## src/rtl/mips_pkg.sv

```systemverilog
// Shared MIPS pipeline definitions: opcode/funct encodings and the MEM stage state type.
package mips_pkg;

    localparam logic [5:0] OP_RTYPE   = 6'b000000;
    localparam logic [5:0] OP_ADDI    = 6'b001000;
    localparam logic [5:0] OP_LUI     = 6'b001111;
    localparam logic [5:0] OP_LW      = 6'b100011;
    localparam logic [5:0] OP_SW      = 6'b101011;
    localparam logic [5:0] OP_BEQ     = 6'b000100;
    localparam logic [5:0] OP_BNE     = 6'b000101;
    localparam logic [5:0] OP_J       = 6'b000010;

    localparam logic [5:0] FN_ADD     = 6'b100000;
    localparam logic [5:0] FN_MULTU_K = 6'b011001;
    localparam logic [5:0] FN_XOR     = 6'b100110;
    localparam logic [5:0] FN_SLL     = 6'b000000;

    typedef enum logic {
        IDLE,
        ACCESS
    } mem_state_t;

endpackage

```

## src/rtl/wb_dest_decode.sv

```systemverilog
// Combinational destination decode: which register (if any) an instruction writes,
// and whether it is a load or a store. Also used by the hazard unit.
module wb_dest_decode
    import mips_pkg::*;
(
    input  logic [31:0] inst,
    output logic [4:0]  wb_addr,
    output logic        writes_reg,
    output logic        is_load,
    output logic        is_store
);

    logic [5:0] opcode;
    logic [5:0] funct;
    logic       unused_fields;

    assign opcode        = inst[31:26];
    assign funct         = inst[5:0];
    assign unused_fields = ^{inst[25:21], inst[10:6]};

    always_comb begin
        wb_addr    = '0;
        writes_reg = 1'b0;
        is_load    = 1'b0;
        is_store   = 1'b0;
        case (opcode)
            OP_RTYPE: begin
                if (funct == FN_ADD || funct == FN_MULTU_K ||
                    funct == FN_XOR || funct == FN_SLL) begin
                    wb_addr    = inst[15:11];
                    writes_reg = 1'b1;
                end
            end
            OP_ADDI, OP_LUI: begin
                wb_addr    = inst[20:16];
                writes_reg = 1'b1;
            end
            OP_LW: begin
                wb_addr    = inst[20:16];
                writes_reg = 1'b1;
                is_load    = 1'b1;
            end
            OP_SW: begin
                is_store = 1'b1;
            end
            OP_BEQ, OP_BNE, OP_J: begin
                writes_reg = 1'b0;
            end
            default: begin
                writes_reg = 1'b0;
            end
        endcase
    end

endmodule

```

## src/rtl/memory_access_stage.sv

```systemverilog
// MEM stage: passes ALU results through, performs lw/sw over a req/ack port with a
// timeout, and stalls the ALU stage (mem_busy) while an access is outstanding.
module memory_access_stage
    import mips_pkg::*;
#(
    parameter int unsigned TIMEOUT = 16
) (
    input  logic        clk,
    input  logic        rst_n,
    input  logic [31:0] inst2,
    input  logic [31:0] result,
    input  logic [31:0] to_mem2,
    input  logic [31:0] dmem_rdata,
    input  logic        dmem_ack,
    output logic        dmem_req,
    output logic        dmem_we,
    output logic [31:0] dmem_addr,
    output logic [31:0] dmem_wdata,
    output logic [31:0] inst3,
    output logic [31:0] wb_data,
    output logic [4:0]  wb_addr,
    output logic        wb_enable,
    output logic        mem_busy,
    output logic        mem_fault
);

    mem_state_t  state, next_state;
    logic [7:0]  count, next_count;
    logic [31:0] held_inst, next_held_inst;

    logic        next_req, next_we, next_wb_enable, next_fault;
    logic [31:0] next_addr, next_wdata, next_inst3, next_wb_data;
    logic [4:0]  next_wb_addr;

    logic [31:0] dec_inst;
    logic [4:0]  dec_addr;
    logic        dec_writes, dec_load, dec_store, dec_write_ok;
    logic        timed_out;

    // While an access is pending the decoder looks at the latched memory instruction.
    assign dec_inst     = (state == ACCESS) ? held_inst : inst2;
    assign dec_write_ok = dec_writes && (dec_addr != 5'd0);
    assign mem_busy     = (state == ACCESS);
    assign timed_out    = ({1'b0, count} + 9'd1) >= 9'(TIMEOUT);

    wb_dest_decode u_decode (
        .inst       (dec_inst),
        .wb_addr    (dec_addr),
        .writes_reg (dec_writes),
        .is_load    (dec_load),
        .is_store   (dec_store)
    );

    always_comb begin
        next_state     = state;
        next_count     = count;
        next_held_inst = held_inst;
        next_req       = dmem_req;
        next_we        = dmem_we;
        next_addr      = dmem_addr;
        next_wdata     = dmem_wdata;
        next_inst3     = '0;
        next_wb_data   = wb_data;
        next_wb_addr   = '0;
        next_wb_enable = 1'b0;
        next_fault     = 1'b0;

        case (state)
            IDLE: begin
                if (dec_load || dec_store) begin
                    if (result[1:0] == 2'b00) begin
                        next_req       = 1'b1;
                        next_we        = dec_store;
                        next_addr      = result;
                        next_wdata     = to_mem2;
                        next_held_inst = inst2;
                        next_count     = '0;
                        next_state     = ACCESS;
                    end else begin
                        next_fault   = 1'b1;
                        next_inst3   = inst2;
                        next_wb_addr = dec_addr;
                    end
                end else begin
                    next_inst3     = inst2;
                    next_wb_addr   = dec_addr;
                    next_wb_enable = dec_write_ok;
                    if (dec_write_ok) begin
                        next_wb_data = result;
                    end
                end
            end
            ACCESS: begin
                // An ack on the timeout edge still completes the access normally.
                if (dmem_ack) begin
                    next_req     = 1'b0;
                    next_state   = IDLE;
                    next_inst3   = held_inst;
                    next_wb_addr = dec_addr;
                    if (dec_load && dec_write_ok) begin
                        next_wb_enable = 1'b1;
                        next_wb_data   = dmem_rdata;
                    end
                end else if (timed_out) begin
                    next_req   = 1'b0;
                    next_fault = 1'b1;
                    next_inst3 = held_inst;
                    next_state = IDLE;
                end else begin
                    next_count = count + 8'd1;
                end
            end
            default: begin
                next_state = IDLE;
            end
        endcase
    end

    always_ff @(posedge clk) begin
        if (!rst_n) begin
            state      <= IDLE;
            count      <= '0;
            held_inst  <= '0;
            dmem_req   <= 1'b0;
            dmem_we    <= 1'b0;
            dmem_addr  <= '0;
            dmem_wdata <= '0;
            inst3      <= '0;
            wb_data    <= '0;
            wb_addr    <= '0;
            wb_enable  <= 1'b0;
            mem_fault  <= 1'b0;
        end else begin
            state      <= next_state;
            count      <= next_count;
            held_inst  <= next_held_inst;
            dmem_req   <= next_req;
            dmem_we    <= next_we;
            dmem_addr  <= next_addr;
            dmem_wdata <= next_wdata;
            inst3      <= next_inst3;
            wb_data    <= next_wb_data;
            wb_addr    <= next_wb_addr;
            wb_enable  <= next_wb_enable;
            mem_fault  <= next_fault;
        end
    end

endmodule

```

## config.mk

```make
export PLATFORM = sky130hd
export DESIGN_NAME = memory_access_stage
export DESIGN_NICKNAME = d
export VERILOG_FILES = /design/src/rtl/mips_pkg.sv /design/src/rtl/wb_dest_decode.sv /design/src/rtl/memory_access_stage.sv
export SDC_FILE = /design/constraint.sdc
export NUM_CORES = 1
export LEC_CHECK = 0
export ABC_AREA = 1
export BUFFER_PORTS_ARGS = -buffer_cell sky130_fd_sc_hd__buf_2
export CORE_MARGIN = 10
export CORE_UTILIZATION = 30
export CTS_BUF_LIST = sky130_fd_sc_hd__clkbuf_8
export DETAILED_ROUTE_END_ITERATION = 6
export GPL_ROUTABILITY_DRIVEN = 0
export GPL_TIMING_DRIVEN = 0
export PLACE_DENSITY_LB_ADDON = 0.1
export SYNTH_ARGS = -nofsm -noshare
export SYNTH_HDL_FRONTEND = slang
export SYNTH_HIERARCHICAL = 1
export SYNTH_SLANG_ARGS = --single-unit
```

## constraint.sdc

```tcl
create_clock -name clk -period 2.6 [get_ports clk]
set_clock_uncertainty 0.15 [all_clocks]
set_input_delay 0.52 -clock clk [delete_from_list [all_inputs] [get_ports clk]]
set_output_delay 0.52 -clock clk [all_outputs]
set_load 0.02 [all_outputs]
```

==> results of run 1 <==
-- registers in the layout (all words and copies together), names as in the netlist --
signal      cells
wb_addr         5
dmem_req        1
wb_data        32
dmem_we         1
count           8
inst3          32
held_inst      32
mem_fault       1
mem_busy        1
wb_enable       1
dmem_wdata     32
dmem_addr      32
-- power by group through the flow --
stage	sequential, mW	combinational [mW]	clock, mW
after detailed placement	2.85	0.449	0
after floorplan	2.90	0.173	0
after CTS	2.78	0.475	2.21
after global placement	2.85	0.448	0
after global routing	2.79	0.538	2.31
final	2.78	0.488	2.16
-- area by class of cell --
| cell class | count | area [sq um] |
|---|---|---|
| Timing Repair Buffer | 292 | 1540 |
| Buffer | 73 | 502 |
| Sequential cell | 178 | 3570 |
| Antenna cell | 3 | 7.51 |
| Inverter | 87 | 342 |
| Clock buffer | 17 | 234 |
| Tap cell | 319 | 399 |
| Fill cell | 2501 | 13500 |
| Multi-Input combinational cell | 638 | 3300 |
| Clock inverter | 14 | 199 |
-- metal layers --
| metal | GRT usage (%) | vias to the layer above |
|---|---|---|
| li1 | - | 3823 |
| met1 | 21.2 | 3559 |
| met2 | 29.3 | 212 |
| met3 | 6.41 | 28 |
| met4 | 5.48 | 2 |
| met5 | 0 | - |
-- layout by cell type, fill, tap and decap left out, types with 5 or more instances in the layout --
master / count
dfxtp_1: 177
nor2_1: 132
nand2_1: 85
o211a_1: 5
inv_1: 83
buf_6: 13
buf_2: 274
nand3_1: 80
nor3_1: 5
o21ai_4: 5
nor2_2: 15
buf_4: 38
o21ai_2: 16
clkbuf_1: 25
o21ai_1: 11
nand2_2: 12
a21oi_1: 97
o21ai_0: 141
clkbuf_8: 18
nor2_4: 7
nand3_2: 12
-- tightest hold or removal path, stage by stage --
cell and delay (ns):
buf_2 0.07, nor2_1 0.03, nor2_1 0.06
-- per-stage QoR --
step | total power, mW | utilization (%) | setup TNS, ns | cells | cell area (sq um)
after CTS | 5.46 | 42.0 | -0.0508 | 1615 | 9910
after global placement | 3.29 | 38.2 | -108.66 | 1563 | 9010
after detailed placement | 3.30 | 38.2 | -110.75 | 1563 | 9010
final | 5.43 | 42.7 | -0.606 | 1621 | 10100
after floorplan | 3.07 | - | 0 | 976 | 7270
after global routing | 5.64 | 42.7 | -8.42 | 1621 | 10100
-- repair_timing --
item	4_1_cts	5_1_grt
endpoints found under the hold margin	0	0
setup buffers	20	3
endpoints found under the setup margin	177	141
gates cloned	1	1
resized for setup	104	72
pin swaps	22	14
-- worst max path at each step --
stage,endpoint,start,cells after the start
5_1_grt,wb_data[31],mem_busy,18
2_1_floorplan,wb_data[0],mem_busy,17
3_5_place_dp,held_inst[26],mem_busy,15
4_1_cts,wb_data[31],mem_busy,19
6_report,wb_data[0],mem_busy,18
3_3_place_gp,dmem_addr[18],mem_busy,15
==> impl_metrics.json, run 1 <==
{
  "status": "complete, but fails checks",
  "violations": "negative setup slack",
  "crit_top_cell": "nand3_2",
  "switchingPower_mw": 1.42,
  "drt-pass1-iter-count": 4,
  "cp.required_ns": 2.80,
  "max_stage_delay_ns": 0.36,
  "hpwl_um": 21400,
  "grt_max_degree": 17,
  "swShare_pct": 26.1,
  "antenna_found_initial": 5,
  "peakVddDrop_uv": 230,
  "overflow": 0,
  "rsz0062_at_grt": "yes",
  "p_per_area_nw_per_um2": 538,
  "clockBufferDepth": 2,
  "drc_errors": 0,
  "fin_crit_sh_pct": 102,
  "reg2regPathDepth": 18,
  "drt_iter0_drc": 339,
  "synth_area_sq_um": 7260,
  "placementRows": 56,
  "num_vias": 7624,
  "vias_per_cell": 4.70,
  "worst_slew_pin_slew_ns": 0.728,
  "path_max_fanout": 6,
  "path_buf_inv": 6,
  "grt_pass1_wl_um": 43400,
  "cts_tree": "done",
  "power.internal_mw": 4.02,
  "reg2reg_setup_slack_ns": -0.06,
  "syn_area_per_cell_sq_um": 7.44,
  "fmax_ghz": 0.376,
  "wl_um": 28300,
  "crit-reg2reg-launch": "mem_busy",
  "drt.antenna.violating_nets": 0,
  "hold_depth": 3,
  "dieArea_sq_um": 30800,
  "clock-sinks": 178,
  "pre_cts_ws_ns": -0.857,
  "start_kind": "register",
  "area_delta_synth_final_pct": 39.0,
  "pwr-share-clk_pct": 39.8,
  "core_sq_um": 23600,
  "grt_usage_pct": 17.8,
  "worst-endpoint-arrival_ns": 2.86,
  "die_h_um": 176,
  "numCtsBuffers": 17,
  "clkLatencyLatePin_ns": 0.47,
  "cts_root_buf": "clkbuf_8",
  "power_frac_comb_pct": 9.0,
  "p_leak_nw": 4.97,
  "num_io_pins": 269,
  "setup_viol": 20,
  "drv_slew": 0,
  "timing_hold_violations_final": 0,
  "crit_path_top_delay_cell": "dfxtp_4",
  "drive_gt1_share_pct": 34.5,
  "cp_top_family": "simple AND/OR/NAND/NOR gates",
  "highest-signal-layer": "met5",
  "clk_pin_slew_ns": 0.10,
  "initial_core_util_pct": 30.7,
  "avgRoutedWirePerCell_um": 17.5,
  "hold_slack_ns": 0.0964,
  "nets": 1419,
  "syn-num-nets": 1108,
  "r2r_end": "wb_data[0]",
  "postSynthCellCount": 976,
  "maxCapViolCount": 0,
  "maxSlewHeadroom_pct": 51.5,
  "m1WireLength_um": 12300,
  "route.met3.wl_um": 2070,
  "layout_setup_ws_ns": -0.0597,
  "yosys_warnings": 6,
  "die_w_um": 176,
  "worst_setup_path_end_kind": "register",
  "postCtsHoldBufs": 0,
  "pwr-share-seq_pct": 51.2,
  "hold_path_end": "dmem_wdata[31]",
  "io_buffers": 268,
  "min_from": "to_mem2[31]",
  "hold_class": "input port to register",
  "path_cells": "buf_8, buf_12, buf_8, nand2_2, o21ai_2, nor2_2, nand3_2, nor2_4, nand3_1, nand2_2, nor3_2, nand2_1, nand3_2, buf_6, clkinv_8, buf_4, nand3_2, o211a_1",
  "wl_met2_um": 13400,
  "grt_pass1_vias": 7714,
  "fin_crit_ns": 2.66,
  "h-tree-depth": 4,
  "critical_path_class": "register to register"
}
(Power assumes the default switching activity.)
==> run 2: changes to the inputs <==
Settings changed: GPL_TIMING_DRIVEN 0 to not set.
==> run 2 against run 1 <==
The flow now finishes without violations. Highest routed layer unchanged. Clock-buffer cell count up 1. Cell area down 0.24%. Critical path depth down 1. Sequential share of layout area up 0.084 points. Combinational power down 2%. Utilization down 0.10 points. Power down 5.4%. Non-clock buffer count down 32. Clock power down 13%. Worst setup slack better by 0.11 ns. Largest power group unchanged. Wire length down 7.7%.
==> impl_metrics.json, run 2 (synthesis gave the netlist of run 1 again) <==
{
  "clockBufferDepth": 2,
  "clk_pin_slew_ns": 0.11,
  "min_from": "to_mem2[1]",
  "timing_hold_violations_final": 0,
  "io_buffers": 268,
  "drc_errors": 0,
  "setup_viol": 0,
  "die_w_um": 176,
  "grt_usage_pct": 15.8,
  "fill_cells": 2534,
  "dpl_cell_area_sq_um": 9180,
  "drv_slew": 0,
  "final_cell_mix": "buf_2, dfxtp_1, nor2_1",
  "grt_pass1_vias": 7146,
  "core_sq_um": 23600,
  "critical_path_class": "register to register",
  "wl_um": 26100,
  "multi_input_area_sq_um": 3240,
  "hold_path_end": "dmem_wdata[1]",
  "path_max_fanout": 8,
  "p_per_area_nw_per_um2": 511,
  "initial_core_util_pct": 30.7,
  "nets": 1388,
  "num_vias": 7293,
  "fmax_ghz": 0.392,
  "fin_cells": 1591,
  "p_leak_nw": 4.92,
  "drt_iter0_drc": 374,
  "clock-sinks": 178,
  "num_io_pins": 269,
  "dp.cells": 1540,
  "cp.required_ns": 2.81,
  "placementRows": 56,
  "maxSlewHeadroom_pct": 67.1,
  "drt.antenna.violating_nets": 0,
  "area_delta_synth_final_pct": 38.6,
  "postCtsHoldBufs": 0,
  "vias_per_cell": 4.58,
  "drive_gt1_share_pct": 33.6,
  "drt-pass1-iter-count": 4,
  "h-tree-depth": 4,
  "final_area_sq_um": 10100,
  "hpwl_um": 18400,
  "hold_depth": 3,
  "numCtsBuffers": 17,
  "crit_start": "mem_busy",
  "grt_max_degree": 60,
  "power_mw": 5.14,
  "peakVddDrop_uv": 288,
  "status": "finished clean",
  "overflow": 0,
  "fin_crit_ns": 2.55,
  "reg2regPathDepth": 17,
  "dieArea_sq_um": 30800,
  "final_common_cell": "buf_2",
  "regArea_sq_um": 3570,
  "maxCapViolCount": 0,
  "crit-reg2reg-launch": "mem_busy",
  "antenna_found_initial": 5,
  "worst-endpoint-arrival_ns": 2.76,
  "grt_pass1_wl_um": 39000,
  "fin_crit_sh_pct": 98.1,
  "worst_setup_path_end_kind": "register",
  "reg2reg_setup_slack_ns": 0.05,
  "cts_root_buf": "clkbuf_8",
  "avgRoutedWirePerCell_um": 16.4,
  "cts_tree": "done",
  "r2r_end": "wb_data[6]",
  "start_kind": "register",
  "hold_class": "input port to register",
  "rsz0062_at_grt": "yes",
  "hold_slack_ns": 0.0993,
  "die_h_um": 176,
  "clkLatencyLatePin_ns": 0.46,
  "worst_slew_pin_slew_ns": 0.494
}
[run 2: cell types whose count changed in the layout (fill, tap and decap cells not counted), moves of 5 or more]
| cell | before | now |
|---|---|---|
| buf_12 | 2 | 13 |
| buf_2 | 274 | 267 |
| clkbuf_1 | 25 | 0 |
| clkbuf_16 | 0 | 5 |
| nand3_2 | 12 | 6 |
| nor2_1 | 132 | 139 |
| nor2_2 | 15 | 7 |
| o21ai_0 | 141 | 119 |
| o21ai_1 | 11 | 41 |
| o21ai_2 | 16 | 10 |
[run 2: cell type report]
type                            instances  area share (%)
Clock inverter                         14            1.23
Tap cell                              319            3.97
Clock buffer                           18            2.46
Multi-Input combinational cell        638            32.2
Antenna cell                            3          0.0746
Sequential cell                       178            35.4
Timing Repair inverter                  1          0.0746
Timing Repair Buffer                  333            21.2
Inverter                               87            3.29
[run 2: worst max path at each step]
stage / to
after detailed placement: wb_data[12]
after global routing: wb_data[6]
after floorplan: wb_data[0]
final: wb_data[6]
after CTS: wb_data[6]
after global placement: wb_data[12]
[run 2: through the flow]
step	worst slack (ns)	TNS, ns	util (%)
2_1_floorplan	0.0136	0	-
3_3_place_gp	-0.126	-6.85	38.9
3_5_place_dp	-0.201	-15.13	38.9
4_1_cts	0.00972	0	40.5
5_1_grt	-0.109	-3.20	42.6
6_report	0.0503	0	42.6
[run 2: where the power goes]
part           switching, mW  total (mW)  internal, mW  leakage (nW)
sequential            0.0149        2.78          2.77          1.44
combinational          0.283       0.476         0.193          3.28
clock                   1.15        1.88         0.727         0.191
total                   1.45        5.14          3.69          4.92
[run 2: metal layers]
layer / part of all wire, % / track usage [%] / vias up
li1: - / - / 3759
met1: 44 / 18.8 / 3334
met2: 47 / 25.7 / 179
met3: 8.3 / 6.73 / 19
met4: 0.79 / 3.89 / 2
met5: 0.027 / 0 / -
[run 2: critical path: stages (launching register included)]
cell and delay [ns]:
dfxtp_4 0.39, buf_8 0.15, buf_12 0.14, nand2_4 0.07, o21ai_4 0.06, nand2_2 0.07, nor2_2 0.03, nor2_2 0.16
nor2_4 0.08, nand3_2 0.07, nand2_2 0.06, nor3_2 0.16, nand2_1 0.10, nand3_4 0.19, clkinvlp_4 0.26, buf_6 0.18
nor2_2 0.07, nor2_1 0.04
[run 2: timing repair]
item,in CTS,in global routing
gates cloned,1,7
setup endpoints to repair,21,136
pin swaps,0,20
setup buffers,0,8
resized for setup,3,112
